$ cat src/rtl/adder_tb_pkg.sv
// Shared types and constants for the adder self-check harness.
package adder_tb_pkg;

    localparam int N_DIRECTED = 8;

    // Right-shift Galois mask for x^32 + x^22 + x^2 + x + 1.
    localparam logic [31:0] LFSR_TAPS = 32'h8020_0003;

    typedef enum logic [2:0] {
        IDLE,
        DIRECTED,
        RANDOM,
        DRAIN,
        DONE
    } harness_state_t;

    typedef struct packed {
        logic [31:0] x1;
        logic [31:0] x2;
    } operand_pair_t;

    localparam operand_pair_t CORNER_TABLE [N_DIRECTED] = '{
        '{32'h0000_0000, 32'h0000_0000},
        '{32'hFFFF_FFFF, 32'h0000_0001},
        '{32'hFFFF_FFFF, 32'hFFFF_FFFF},
        '{32'hAAAA_AAAA, 32'h5555_5555},
        '{32'h8000_0000, 32'h8000_0000},
        '{32'h7FFF_FFFF, 32'h0000_0001},
        '{32'h0000_0001, 32'hFFFF_FFFF},
        '{32'h5555_5555, 32'h5555_5555}
    };

    function automatic logic [31:0] lfsrNext(input logic [31:0] cur);
        return (cur >> 1) ^ (cur[0] ? LFSR_TAPS : 32'h0);
    endfunction

endpackage

$ cat src/rtl/lfsr32.sv
// 32-bit Galois LFSR with seed load; reset and load both restore the seed.
module lfsr32
    import adder_tb_pkg::*;
(
    input  logic        clk,
    input  logic        rst,
    input  logic        load,
    input  logic [31:0] seed,
    input  logic        step,
    output logic [31:0] q
);

    logic [31:0] state_q;

    always_ff @(posedge clk) begin
        if (rst || load) begin
            state_q <= seed;
        end else if (step) begin
            state_q <= lfsrNext(state_q);
        end
    end

    assign q = state_q;

endmodule

$ cat src/rtl/adder_selfcheck_harness.sv
// Drives corner and pseudo-random operands into a 32-bit adder and checks
// every returned sum, keeping an error count and the first failing vector.
module adder_selfcheck_harness #(
    parameter int unsigned NUM_VECTORS = 1024,
    parameter int unsigned DUT_LATENCY = 0,
    parameter logic [31:0] SEED_A      = 32'hACE12468,
    parameter logic [31:0] SEED_B      = 32'h1357BDF9
) (
    input  logic        clk,
    input  logic        rst,
    input  logic        start,
    output logic [31:0] dut_x1,
    output logic [31:0] dut_x2,
    input  logic [31:0] dut_s,
    output logic        busy,
    output logic        done,
    output logic        pass,
    output logic [15:0] err_count,
    output logic [15:0] first_err_idx,
    output logic [31:0] first_err_got
);
    import adder_tb_pkg::*;

    localparam logic [15:0] LAST_DIRECTED = 16'(N_DIRECTED - 1);
    localparam logic [15:0] LAST_IDX      = 16'(N_DIRECTED + NUM_VECTORS - 1);
    localparam logic [2:0]  LAST_DRAIN    = 3'(DUT_LATENCY - 1);

    harness_state_t state_q, state_d;
    logic [15:0]    idx_q;
    logic [2:0]     drainCnt_q;
    logic [31:0]    dutX1_q, dutX2_q;
    logic           opValid_q;
    logic [31:0]    opExp_q;
    logic [15:0]    opIdx_q;
    logic           busy_q, done_q, pass_q;
    logic [15:0]    errCount_q, errCount_d;
    logic [15:0]    firstIdx_q;
    logic [31:0]    firstGot_q;

    logic           acceptStart, issue, lfsrStep, mismatch;
    logic [31:0]    vecX1, vecX2, lfsrA, lfsrB;
    operand_pair_t  cornerPair;
    logic           tailValid;
    logic [31:0]    tailExp;
    logic [15:0]    tailIdx;

    // DONE only re-arms once the final result has been folded into done/pass.
    assign acceptStart = start && ((state_q == IDLE) || ((state_q == DONE) && done_q));
    assign issue       = (state_q == DIRECTED) || (state_q == RANDOM);

    always_ff @(posedge clk) begin
        if (rst) begin
            state_q <= IDLE;
        end else begin
            state_q <= state_d;
        end
    end

    always_comb begin
        state_d = state_q;
        case (state_q)
            IDLE:     if (acceptStart) state_d = DIRECTED;
            DIRECTED: if (idx_q == LAST_DIRECTED) state_d = RANDOM;
            RANDOM:   if (idx_q == LAST_IDX) state_d = (DUT_LATENCY == 0) ? DONE : DRAIN;
            DRAIN:    if (drainCnt_q == LAST_DRAIN) state_d = DONE;
            DONE:     if (acceptStart) state_d = DIRECTED;
            default:  state_d = IDLE;
        endcase
    end

    always_comb begin
        vecX1      = dutX1_q;
        vecX2      = dutX2_q;
        lfsrStep   = 1'b0;
        cornerPair = CORNER_TABLE[idx_q[2:0]];
        if (state_q == DIRECTED) begin
            vecX1 = cornerPair.x1;
            vecX2 = cornerPair.x2;
        end else if (state_q == RANDOM) begin
            vecX1    = lfsrA;
            vecX2    = lfsrB;
            lfsrStep = 1'b1;
        end
    end

    lfsr32 u_lfsrA (
        .clk  (clk),
        .rst  (rst),
        .load (acceptStart),
        .seed (SEED_A),
        .step (lfsrStep),
        .q    (lfsrA)
    );

    lfsr32 u_lfsrB (
        .clk  (clk),
        .rst  (rst),
        .load (acceptStart),
        .seed (SEED_B),
        .step (lfsrStep),
        .q    (lfsrB)
    );

    // Operand register: the expected sum and index travel alongside the operands.
    always_ff @(posedge clk) begin
        if (rst) begin
            dutX1_q    <= '0;
            dutX2_q    <= '0;
            opValid_q  <= 1'b0;
            opExp_q    <= '0;
            opIdx_q    <= '0;
            idx_q      <= '0;
            drainCnt_q <= '0;
        end else begin
            dutX1_q   <= vecX1;
            dutX2_q   <= vecX2;
            opValid_q <= issue;
            opExp_q   <= vecX1 + vecX2;
            opIdx_q   <= idx_q;
            if (acceptStart) begin
                idx_q <= '0;
            end else if (issue) begin
                idx_q <= idx_q + 16'd1;
            end
            drainCnt_q <= (state_q == DRAIN) ? drainCnt_q + 3'd1 : 3'd0;
        end
    end

    generate
        if (DUT_LATENCY == 0) begin : g_noDelay
            assign tailValid = opValid_q;
            assign tailExp   = opExp_q;
            assign tailIdx   = opIdx_q;
        end else begin : g_delay
            logic [DUT_LATENCY-1:0] dlValid_q;
            logic [31:0]            dlExp_q [DUT_LATENCY];
            logic [15:0]            dlIdx_q [DUT_LATENCY];

            always_ff @(posedge clk) begin
                if (rst) begin
                    dlValid_q <= '0;
                end else begin
                    dlValid_q[0] <= opValid_q;
                    for (int j = 1; j < int'(DUT_LATENCY); j++) begin
                        dlValid_q[j] <= dlValid_q[j-1];
                    end
                end
            end

            always_ff @(posedge clk) begin
                dlExp_q[0] <= opExp_q;
                dlIdx_q[0] <= opIdx_q;
                for (int j = 1; j < int'(DUT_LATENCY); j++) begin
                    dlExp_q[j] <= dlExp_q[j-1];
                    dlIdx_q[j] <= dlIdx_q[j-1];
                end
            end

            assign tailValid = dlValid_q[DUT_LATENCY-1];
            assign tailExp   = dlExp_q[DUT_LATENCY-1];
            assign tailIdx   = dlIdx_q[DUT_LATENCY-1];
        end
    endgenerate

    assign mismatch = tailValid && (dut_s != tailExp);

    always_comb begin
        errCount_d = errCount_q;
        if (mismatch && (errCount_q != 16'hFFFF)) begin
            errCount_d = errCount_q + 16'd1;
        end
    end

    // The last compare lands on the same edge that raises done and pass.
    always_ff @(posedge clk) begin
        if (rst) begin
            busy_q     <= 1'b0;
            done_q     <= 1'b0;
            pass_q     <= 1'b0;
            errCount_q <= '0;
            firstIdx_q <= '0;
            firstGot_q <= '0;
        end else if (acceptStart) begin
            busy_q     <= 1'b1;
            done_q     <= 1'b0;
            pass_q     <= 1'b0;
            errCount_q <= '0;
            firstIdx_q <= '0;
            firstGot_q <= '0;
        end else begin
            errCount_q <= errCount_d;
            if (mismatch && (errCount_q == 16'd0)) begin
                firstIdx_q <= tailIdx;
                firstGot_q <= dut_s;
            end
            if ((state_q == DONE) && !done_q) begin
                busy_q <= 1'b0;
                done_q <= 1'b1;
                pass_q <= (errCount_d == 16'd0);
            end
        end
    end

    assign dut_x1        = dutX1_q;
    assign dut_x2        = dutX2_q;
    assign busy          = busy_q;
    assign done          = done_q;
    assign pass          = pass_q;
    assign err_count     = errCount_q;
    assign first_err_idx = firstIdx_q;
    assign first_err_got = firstGot_q;

endmodule
$ cat config.mk
export PLATFORM = sky130hd
export DESIGN_NAME = adder_selfcheck_harness
export DESIGN_NICKNAME = d
export VERILOG_FILES = /design/src/rtl/adder_tb_pkg.sv /design/src/rtl/lfsr32.sv /design/src/rtl/adder_selfcheck_harness.sv
export SDC_FILE = /design/constraint.sdc
export NUM_CORES = 1
export LEC_CHECK = 0
export BUFFER_PORTS_ARGS = -buffer_cell sky130_fd_sc_hd__buf_2
export CORE_UTILIZATION = 45
export DETAILED_ROUTE_END_ITERATION = 6
export GPL_ROUTABILITY_DRIVEN = 0
export GPL_TIMING_DRIVEN = 0
export PLACE_DENSITY = 0.7
export SYNTH_ARGS = -nofsm -noshare
export SYNTH_HDL_FRONTEND = slang
export SYNTH_SLANG_ARGS = --single-unit
$ cat constraint.sdc
create_clock -name clk -period 5.1 [get_ports clk]
set_input_delay 0.255 -clock clk [delete_from_list [all_inputs] [get_ports clk]]
set_output_delay 0.255 -clock clk [all_outputs]
set_load 0.02 [all_outputs]
Word-level counts from Yosys, hierarchy flattened
Memory sizes are Yosys's and may differ from the RTL's.
Index checks and enable logic that the tools add are counted.
Widths: inputs -> output; s select.
{ "word_totals": {"reg_bits": 266, "mem_bits_ro": 512, "in_bits": 35, "n_memories": 1} }
{ "op_classes": {"addsub": 4, "n_lt_le_gt_ge": 1, "n_eq_ne": 13, "muxes": 18, "bitwise": 4, "n_reduce_logical": 18} }
{ "mem_list": {"columns": ["memory", "words", "word_bits", "rd", "rd_ports_with_merged_regs", "write_ports", "line_no", "rtl"], "rows": [
  ["(name not given)", 8, 64, 1, 0, 0, "adder_selfcheck_harness.sv:75", "cornerPair = CORNER_TABLE[idx_q[2:0]];"]
]} }
{ "ops": {"columns": ["cell", "count"], "rows": [
  ["$mux 32", 6],
  ["$mux 64", 2],
  ["$xor 31x32->32", 2],
  ["$add 16x1->16 const B", 2],
  ["$add 32x32->32", 1],
  ["$logic_not 16->1", 2],
  ["$ne 32x32->1", 1],
  ["$eq 16x11->1 const B", 1],
  ["$eq 16x3->1 const B", 1],
  ["$mux 16", 1],
  ["$ne 16x16->1 const B", 1],
  ["$mux 3", 4],
  ["$pmux 3 s4", 1],
  ["$eq 3x2->1 const B", 2],
  ["$eq 3x3->1 const B", 2],
  ["$logic_and 1x1->1", 6],
  ["$ne 2x2->1 const B", 3],
  ["$reduce_or 2->1", 3],
  ["$ge 4x4->1 const B", 1],
  ["$mux 1", 4],
  ["$not 3->4", 1],
  ["$reduce_and 4->1", 1],
  ["$add 3x1->3 const B", 1],
  ["$eq 3x1->1 const B", 1],
  ["other kinds (6)", 8]
]} }

Depth between registers and ports, before layout
Gate-level depths: netlist (run 1).
{ "depth": {"ltp_word": 6, "ltp_mapped": 17, "depth_no_buf": 15} }

By module
Synthesis (run 1) repeated with hierarchy kept, for this count alone.
{ "hier_totals": {"hier_cells": 1222, "area_unflattened_um2": 12390.6} }
{ "by_module_without_submodules": {"columns": ["mod", "n_inst", "cells_each", "area_each_um2"], "rows": [
  ["adder_selfcheck_harness", 1, 1078, 9560.4],
  ["lfsr32", 2, 72, 1415.1]
]} }

Least setup slack after synthesis (run 1)
OpenSTA, ideal clock, no wires.
{ "synth_timing": {"path_kind": "register to register", "from": "register state_q[2]", "to": "register opExp_q[28]", "setup_ps": 121, "arrival_time_ps": 3968, "setup_slack_ps": 1011, "path_stages_with_launch": 15, "n_path_buf": 2, "path_cell_list": "dfxtp_1 or3b_1 clkbuf_1 a211oi_1 clkbuf_1 a221o_1 ha_1 and3_1 a221o_1 a21o_1 a21oi_4 o21ai_2 a221o_1 o41a_1 mux2_4"} }
{ "synth_via": {"elab_chain_len": 4, "elab_cells_between_ends": 7} }
{ "synth_rtl": {"columns": ["element", "line_no", "rtl"], "rows": [
  ["from (decl)", "adder_selfcheck_harness.sv:28", "harness_state_t state_q, state_d;"],
  ["from (signal assigned)", "adder_selfcheck_harness.sv:55", "state_q <= state_d;"],
  ["$eq 3x2->1", "adder_selfcheck_harness.sv:79", "end else if (state_q == RANDOM) begin"],
  ["$mux 32", "adder_selfcheck_harness.sv:79", null],
  ["$mux 32 *", "adder_selfcheck_harness.sv:76", "if (state_q == DIRECTED) begin"],
  ["net vecX1[9]", "adder_selfcheck_harness.sv:41", "logic [31:0] vecX1, vecX2, lfsrA, lfsrB;"],
  ["$add 32x32->32 *", "adder_selfcheck_harness.sv:118", "opExp_q <= vecX1 + vecX2;"],
  ["to (signal assigned)", "adder_selfcheck_harness.sv:118", null],
  ["to (decl)", "adder_selfcheck_harness.sv:33", "logic [31:0] opExp_q;"]
]} }
The timed path passes the listed nets; every way through them passes the cells marked *.
A chain may end at the register's enable or synchronous reset.

Worst setup path in the final report (run 1)
Ends and elaborated chain as after synthesis.

==> results of run 1 <==
==> critical path: cells and delay by family (launching register included) <==
family	cells	cell delay, ns
adder cells (fa/ha/maj)	1	0.31
flip-flops	1	0.40
AND/OR/NAND/NOR	2	0.61
multiplexers	1	0.30
AO/OA/AOI/OAI	8	2.43
buffers and inverters	2	0.73
==> cells in the mapped netlist, types with 2 or more instances <==
master       n  area, um2
a31oi_1      6       37.5
buf_2        6       30.0
or3_1        3       18.8
mux2_1       3       33.8
or2_2        3       18.8
xor2_1      56        490
nor3_1      16       80.1
and4_1       2       17.5
dfxtp_1    266       5330
o2111ai_1    2       17.5
a221o_1     33        330
and2_1       7       43.8
or4_1        5       37.5
nor3b_1      7       52.6
o221a_2     31        349
nor4_1      16        100
nor2b_1     86        538
and3_1      13       81.3
or3b_1       2       17.5
inv_1       19       71.3
nor2_1     137        514
nand4_1     11       68.8
a21oi_1    105        526
nand2b_1     6       37.5
ha_1        38        475
mux2i_1      6       60.1
o41a_1       2       22.5
a221oi_1     2       17.5
xnor2_1     36        315
nand2_1    211        792
o31ai_1      3       22.5
clkbuf_1    58        218
o21ai_0     38        190
a211o_1      2       17.5
a211oi_1     9       67.6
o221ai_1     2       17.5
a21o_1      13       97.6
o21bai_1     3       22.5
buf_1       16       60.1
o211ai_1     6       45.0
nand3_1     28        140
nor4b_1      5       43.8
a21boi_0     2       15.0
==> stage by stage <==
step	util (%)	worst slack, ns
after floorplan	-	1.01
after global placement	51.2	-0.00156
after detailed placement	51.2	0.000779
after CTS	55.9	0.0230
after global routing	56.0	0.00305
final	56.0	0.195
==> sequential cells by signal, summed over array words and instances (netlist names) <==
signal,count
busy,1
first_err_idx,16
dut_x1,32
opValid_q,1
drainCnt_q,3
done,1
first_err_got,32
u_lfsrA.q,32
dut_x2,32
u_lfsrB.q,32
state_q,3
pass,1
err_count,16
opIdx_q,16
idx_q,16
opExp_q,32
==> cells by family after synthesis <==
family	Yosys count	share of synthesized area, %
simple gates	569	23.1
mux	10	0.929
xor+xnor	92	6.88
fa+ha+maj	39	4.23
buf+inv	100	3.30
compound gates	269	16.2
flops	266	45.4
==> layer usage <==
metal | vias up | part of all wire (%)
li1 | 5123 | -
met1 | 4997 | 45
met2 | 421 | 44
met3 | 81 | 6.7
met4 | 0 | 4.7
met5 | - | 0
==> where the power goes <==
group / total, W / internal, W / switching [W]
logic: 0.00380 / 0.00143 / 0.00237
registers: 0.00269 / 0.00244 / 0.000252
clock network: 0.00201 / 0.00119 / 0.000822
==> what timing repair did <==
action / CTS / global route
endpoints found under the hold margin: 31 / 0
endpoints found under the setup margin: 1 / 3
hold buffers: 31 / 0
gates resized for setup: 1 / 7
==> final cells by class <==
class	instances	area (um2)	share of cell area, %
well taps	330	413	2.91
clock buffers	38	800	5.64
inverters	19	71.3	0.503
repair buffers	196	1140	8.01
multi-input cells	979	6020	42.5
clock inverters	8	96.3	0.680
flip-flops and latches	266	5330	37.6
plain buffers	81	318	2.24
==> how the worst max path moves through the flow <==
| stage | endpoint |
|---|---|
| 2_1_floorplan | opExp_q[28] |
| 3_3_place_gp | opExp_q[28] |
| 3_5_place_dp | opExp_q[28] |
| 4_1_cts | opExp_q[28] |
| 5_1_grt | opExp_q[28] |
| 6_report | opExp_q[28] |
==> metrics.md, run 1 <==
| Metric | Value |
|---|---|
| Clock Latency Late Sink | `0.54 ns` |
| Max-slew violations | `0` |
| Core area | `25300 um2` |
| Unique masters post-synth | `67` |
| Power Density | `600 nW/um2` |
| GRT Residual Overflow | `0` |
| DR pass1 iterations | `5` |
| Clk root buf | `clkbuf_16` |
| Maximum operating frequency | `204 MHz` |
| Dpl hpwl | `25700 um` |
| Worst r2r path cells | `14` |
| Vias in the first global route | `9776` |
| CP Capture Type | `flop` |
| HP Class | `input port to flop` |
| Share of cells above drive strength 1 | `16.6%` |
| Worst EP arrival | `5.33 ns` |
| Clk buf depth | `3` |
| Post-CTS setup buffers | `0` |
| H-tree levels | `1` |
| Clock skew | `0.0122 ns` |
| Seq/Total Area, Yosys | `45.4%` |
| DR DRC count | `0` |
| Min Tclk post-route | `4.90 ns` |
| Worst-path cell chain | `or3b_1 > clkbuf_1 > a211oi_2 > buf_1 > a221o_1 > ha_1 > and3_1 > a221o_1 > a21o_1 > a21oi_4 > o21ai_2 > a221o_1 > o41a_1 > mux2_4` |
| Final instance area | `14200 um2` |
| Vias per inst | `5.54` |
| CTS clk-pin slew, worst paths | `0.06 ns` |
| WP data required | `5.52 ns` |
| Worst R2R Setup Slack | `0.20 ns` |
| Clock sinks | `266` |
| Area Overhead vs Synth | `21.0%` |
| Slowest stage cell, crit path | `a211oi_2` |
| Port Buffer Count | `165` |
| Reg2reg start | `state_q[2]` |
| Crit. Startpoint | `state_q[2]` |
| CP max FO | `10` |
| Power, Total | `0.00850 W` |
| Post-route clock period utilization | `96.2%` |
| Avg WL per Cell | `18.1 um` |
| Worst r2r dst | `opExp_q[28]` |
| Iter 0 DRT Violations | `985` |
| # setup viols final | `0` |
| Nets@finish | `1646` |
| Die Wd | `163 um` |
| Vias | `10600` |
| CP Class | `flop to flop` |
| Synth Warn # | `0` |
| First-pass GRT wire length | `53200 um` |
| Cells after Synth | `1345` |
| WHS Endpoint | `first_err_got[22]` |
| Inserted Diodes | `0` |
| Detail Route Antenna Nets | `0` |
| RSZ-0062 raised after global routing | `no` |
| Tot GR Track Use | `25.6%` |
| Net count after synthesis | `1419` |
| Ys flop type | `dfxtp_1` |
| GR met1 Demand/Resource | `35.4%` |
| Die height | `163 um` |
| Hold Path Depth | `3` |
| Most used cell, CP | `a221o_1` |
| Status | `completed` |
| GR Util met2 | `39.3%` |
| Hold Crit Start | `dut_s[22]` |
| Crit-path max cell delay | `0.57 ns` |
| Sum Neg Setup Slack | `0 ns` |
| Initial Util | `46.3%` |
| CTS buffer count | `29` |
| TritonCTS clock tree | `done` |
| FILL cells | `2244` |
| Worst-Margin Slew | `1.04 ns` |
| Initial antenna violation count | `0` |
| Placed Area | `13000 um2` |
| Post-Syn Area | `11700 um2` |
| GRT busiest layer | `met2` |
| Post-route insts no fill | `1917` |
| Maxcap violations | `0` |
| GR Layer Usage met3 | `3.33%` |
| EDFF count, synth | `0` |
| Peak VDD IR | `0.405 mV` |
| Total wire length | `34800 um` |
| P_leak | `5.92 nW` |
| Most common cell after layout, fill and taps aside | `dfxtp_1` |
| Die area | `26700 um2` |
| Placed cell count | `1840` |
| Largest net degree at the start of global routing | `14` |
| Slew headroom | `30.6%` |
| Syn Area/Cell | `8.71 um2` |
| Setup crit start kind | `flop` |
| Final hold slack | `0.0197 ns` |
| Fin. Hold Viols | `0` |
| Commonest non-fill, non-tap cells in the layout | `dfxtp_1 (266), nand2_1 (211), buf_2 (171)` |
| Std cell rows | `58` |
| Synth async-reset ratio | `0%` |
| Top-level I/O count | `166` |
| Post-synthesis sequential element count | `266` |
Note: power is estimated with default switching activity, not from simulation.
==> run 2: changes to the inputs <==
--- a/config.mk
+++ b/config.mk
@@ -7,10 +7,11 @@
 export LEC_CHECK = 0
 export BUFFER_PORTS_ARGS = -buffer_cell sky130_fd_sc_hd__buf_2
 export CORE_UTILIZATION = 45
+export CTS_BUF_LIST = sky130_fd_sc_hd__clkbuf_16
 export DETAILED_ROUTE_END_ITERATION = 6
 export GPL_ROUTABILITY_DRIVEN = 0
 export GPL_TIMING_DRIVEN = 0
-export PLACE_DENSITY = 0.7
+export PLACE_DENSITY = 0.74
 export SYNTH_ARGS = -nofsm -noshare
 export SYNTH_HDL_FRONTEND = slang
 export SYNTH_SLANG_ARGS = --single-unit
==> run 2 against run 1 <==
Against the previous run:
- die area unchanged
- final cell count increased by 0.26%
- non-clock buffer count decreased by 2
- largest power group unchanged
==> metrics.md, run 2 (same netlist as run 1, synthesis figures left out) <==
| Metric | Value |
|---|---|
| Worst-Margin Slew | `0.995 ns (was 1.04 ns)` |
| WP data required | `5.52 ns (about the same)` |
| Share of cells above drive strength 1 | `16.6% (about the same)` |
| Post-route clock period utilization | `98.3% (was 96.2%)` |
| Clk network pwr share | `24.2% (was 23.6%)` |
| Vias in the first global route | `9986 (was 9776)` |
| Layout Utilization | `56.1% (was 56.0%)` |
| Clk root buf | `clkbuf_16 (unchanged)` |
| P_leak | `5.94 nW (was 5.92 nW)` |
| Worst r2r path cells | `14 (unchanged)` |
| Most common cell after layout, fill and taps aside | `dfxtp_1 (unchanged)` |
| FILL cells | `2285 (was 2244)` |
| Initial Util | `46.3% (unchanged)` |
| Sequential share of power | `31.2% (was 31.7%)` |
| Internal power | `0.00511 W (was 0.00506 W)` |
| Status | `completed (unchanged)` |
| Hold Path Depth | `3 (unchanged)` |
| Worst EP arrival | `5.43 ns (was 5.33 ns)` |
| Peak VDD IR | `0.352 mV (was 0.405 mV)` |
| Sw frac | `40.6% (was 40.5%)` |
| Max-slew violations | `0 (unchanged)` |
| Tot GR Track Use | `26.0% (was 25.6%)` |
| CTS buffer count | `29 (unchanged)` |
| Core area | `25300 um2 (unchanged)` |
| TritonCTS clock tree | `done (unchanged)` |
| Area Overhead vs Synth | `21.2% (was 21.0%)` |
| Commonest non-fill, non-tap cells in the layout | `dfxtp_1 (266), nand2_1 (211), buf_2 (171) (unchanged)` |
| Vias per inst | `5.61 (was 5.54)` |
| Top-level I/O count | `166 (unchanged)` |
| GRT Residual Overflow | `0 (unchanged)` |
| Clock sinks | `266 (unchanged)` |
| Maximum operating frequency | `200 MHz (was 204 MHz)` |
| Dpl hpwl | `26000 um (was 25700 um)` |
| CP max FO | `10 (unchanged)` |
| # setup viols final | `0 (unchanged)` |
| RSZ-0062 raised after global routing | `no (unchanged)` |
| DR DRC count | `0 (unchanged)` |
| Die area | `26700 um2 (unchanged)` |
| CTS clk-pin slew, worst paths | `0.06 ns (about the same)` |
| Clk buf depth | `3 (unchanged)` |
| Largest net degree at the start of global routing | `14 (unchanged)` |
| Port Buffer Count | `165 (unchanged)` |
| Inserted Diodes | `0 (unchanged)` |
| DR pass1 iterations | `5 (unchanged)` |
| Nets@finish | `1644 (was 1646)` |
| Power, Total | `0.00861 W (was 0.00850 W)` |
| Detail Route Antenna Nets | `0 (unchanged)` |
| Die height | `163 um (unchanged)` |
| Die Wd | `163 um (unchanged)` |
| Clock Latency Late Sink | `0.54 ns (about the same)` |
| Logic gate share of total power | `44.6% (was 44.7%)` |
| Total wire length | `35400 um (was 34800 um)` |
| Clock skew | `0.0115 ns (was 0.0122 ns)` |
| Power Density | `606 nW/um2 (was 600 nW/um2)` |
| Avg WL per Cell | `18.4 um (was 18.1 um)` |
| CP Class | `flop to flop (unchanged)` |
| CP Capture Type | `flop (unchanged)` |
| Slew headroom | `33.6% (was 30.6%)` |
| Iter 0 DRT Violations | `1266 (was 985)` |
| Setup crit start kind | `flop (unchanged)` |
| Post-CTS setup buffers | `0 (unchanged)` |
| Std cell rows | `58 (unchanged)` |
| Fin. Hold Viols | `0 (unchanged)` |
| First-pass GRT wire length | `54300 um (was 53200 um)` |
| H-tree levels | `1 (unchanged)` |
| Sw power | `0.00350 W (was 0.00344 W)` |
| Vias | `10800 (was 10600)` |
| Maxcap violations | `0 (unchanged)` |
| Min Tclk post-route | `5.01 ns (was 4.90 ns)` |
| Initial antenna violation count | `0 (unchanged)` |
| HP Class | `input port to flop (unchanged)` |
[run 2: cell types whose count changed in the layout (fill, tap and decap cells not counted)]
cell           previous run  this run
clkinvlp_4                0         2
inv_8                     1         0
clkinv_1                  0         6
dlygate4sd3_1            31        29
clkbuf_8                  4         0
nor3b_1                   6         7
inv_1                    19        23
clkbuf_1                 60        56
nor3b_2                   1         0
clkinv_4                  0         2
buf_1                    17        16
clkinv_2                  5         6
bufinv_16                 2         4
[run 2: cell type report]
type                    count  area (um2)  area share (%)
multi-input cells         979        6010            42.3
flip-flops and latches    266        5330            37.5
repair buffers            194        1120            7.86
clock buffers              29         726            5.11
well taps                 330         413            2.91
plain buffers              81         318            2.24
clock inverters            24         220            1.55
inverters                  19        71.3           0.502
[run 2: repair_timing]
item                                    CTS  global route
endpoints found under the setup margin    2             3
cloned                                    0             0
hold buffers                             29             0
hold endpoints to repair                 29             0
pin swaps                                 0             0
resized for setup                         1             5
[run 2: worst paths after layout]
path | from | endpoint | slack, ns
worst max-delay path | state_q[2] | opExp_q[28] | 0.09
worst min-delay path | dut_s[1] | first_err_got[1] | 0.02
worst max register to register | state_q[2] | opExp_q[28] | 0.09
worst min register to register | drainCnt_q[0] | drainCnt_q[0] | 0.43
[run 2: layer usage]
metal	track usage, %	part of all wire (%)
met1	35.9	44
met2	39.6	44
met3	4.75	8.1
met4	10.6	3.9
met5	0	0
[run 2: worst max-delay path, cell delays in order (launching register included)]
cell and delay, ns:
dfxtp_1 0.38, or3b_1 0.39, clkbuf_1 0.21, a211oi_2 0.60
clkbuf_1 0.56, a221o_1 0.32, ha_1 0.33, and3_1 0.21
a221o_1 0.29, a21o_1 0.23, a21oi_4 0.20, o21ai_2 0.13
a221o_1 0.39, o41a_1 0.36, mux2_4 0.30
[run 2: through the flow]
| stage | instances | setup slack (ns) | setup TNS [ns] | area (um2) | hold slack (ns) |
|---|---|---|---|---|---|
| floorplan | 1345 | 1.01 | 0 | 11700 | 0.395 |
| global placement | 1840 | -0.00312 | -0.00312 | 13000 | 0.425 |
| detailed placement | 1840 | -0.0223 | -0.0223 | 13000 | 0.426 |
| CTS | 1922 | 0.136 | 0 | 14200 | 0.00317 |
| global route | 1922 | 0.0336 | 0 | 14200 | 0.0157 |
| finish | 1922 | 0.0885 | 0 | 14200 | 0.0153 |
[run 2: power groups by stage]
stage / sequential, W / clock [W] / combinational [W]
finish: 0.00269 / 0.00208 / 0.00384
global route: 0.00271 / 0.00219 / 0.00414
CTS: 0.00268 / 0.00210 / 0.00375
detailed placement: 0.00272 / 0 / 0.00369
global placement: 0.00272 / 0 / 0.00365
floorplan: 0.00289 / 0 / 0.00236
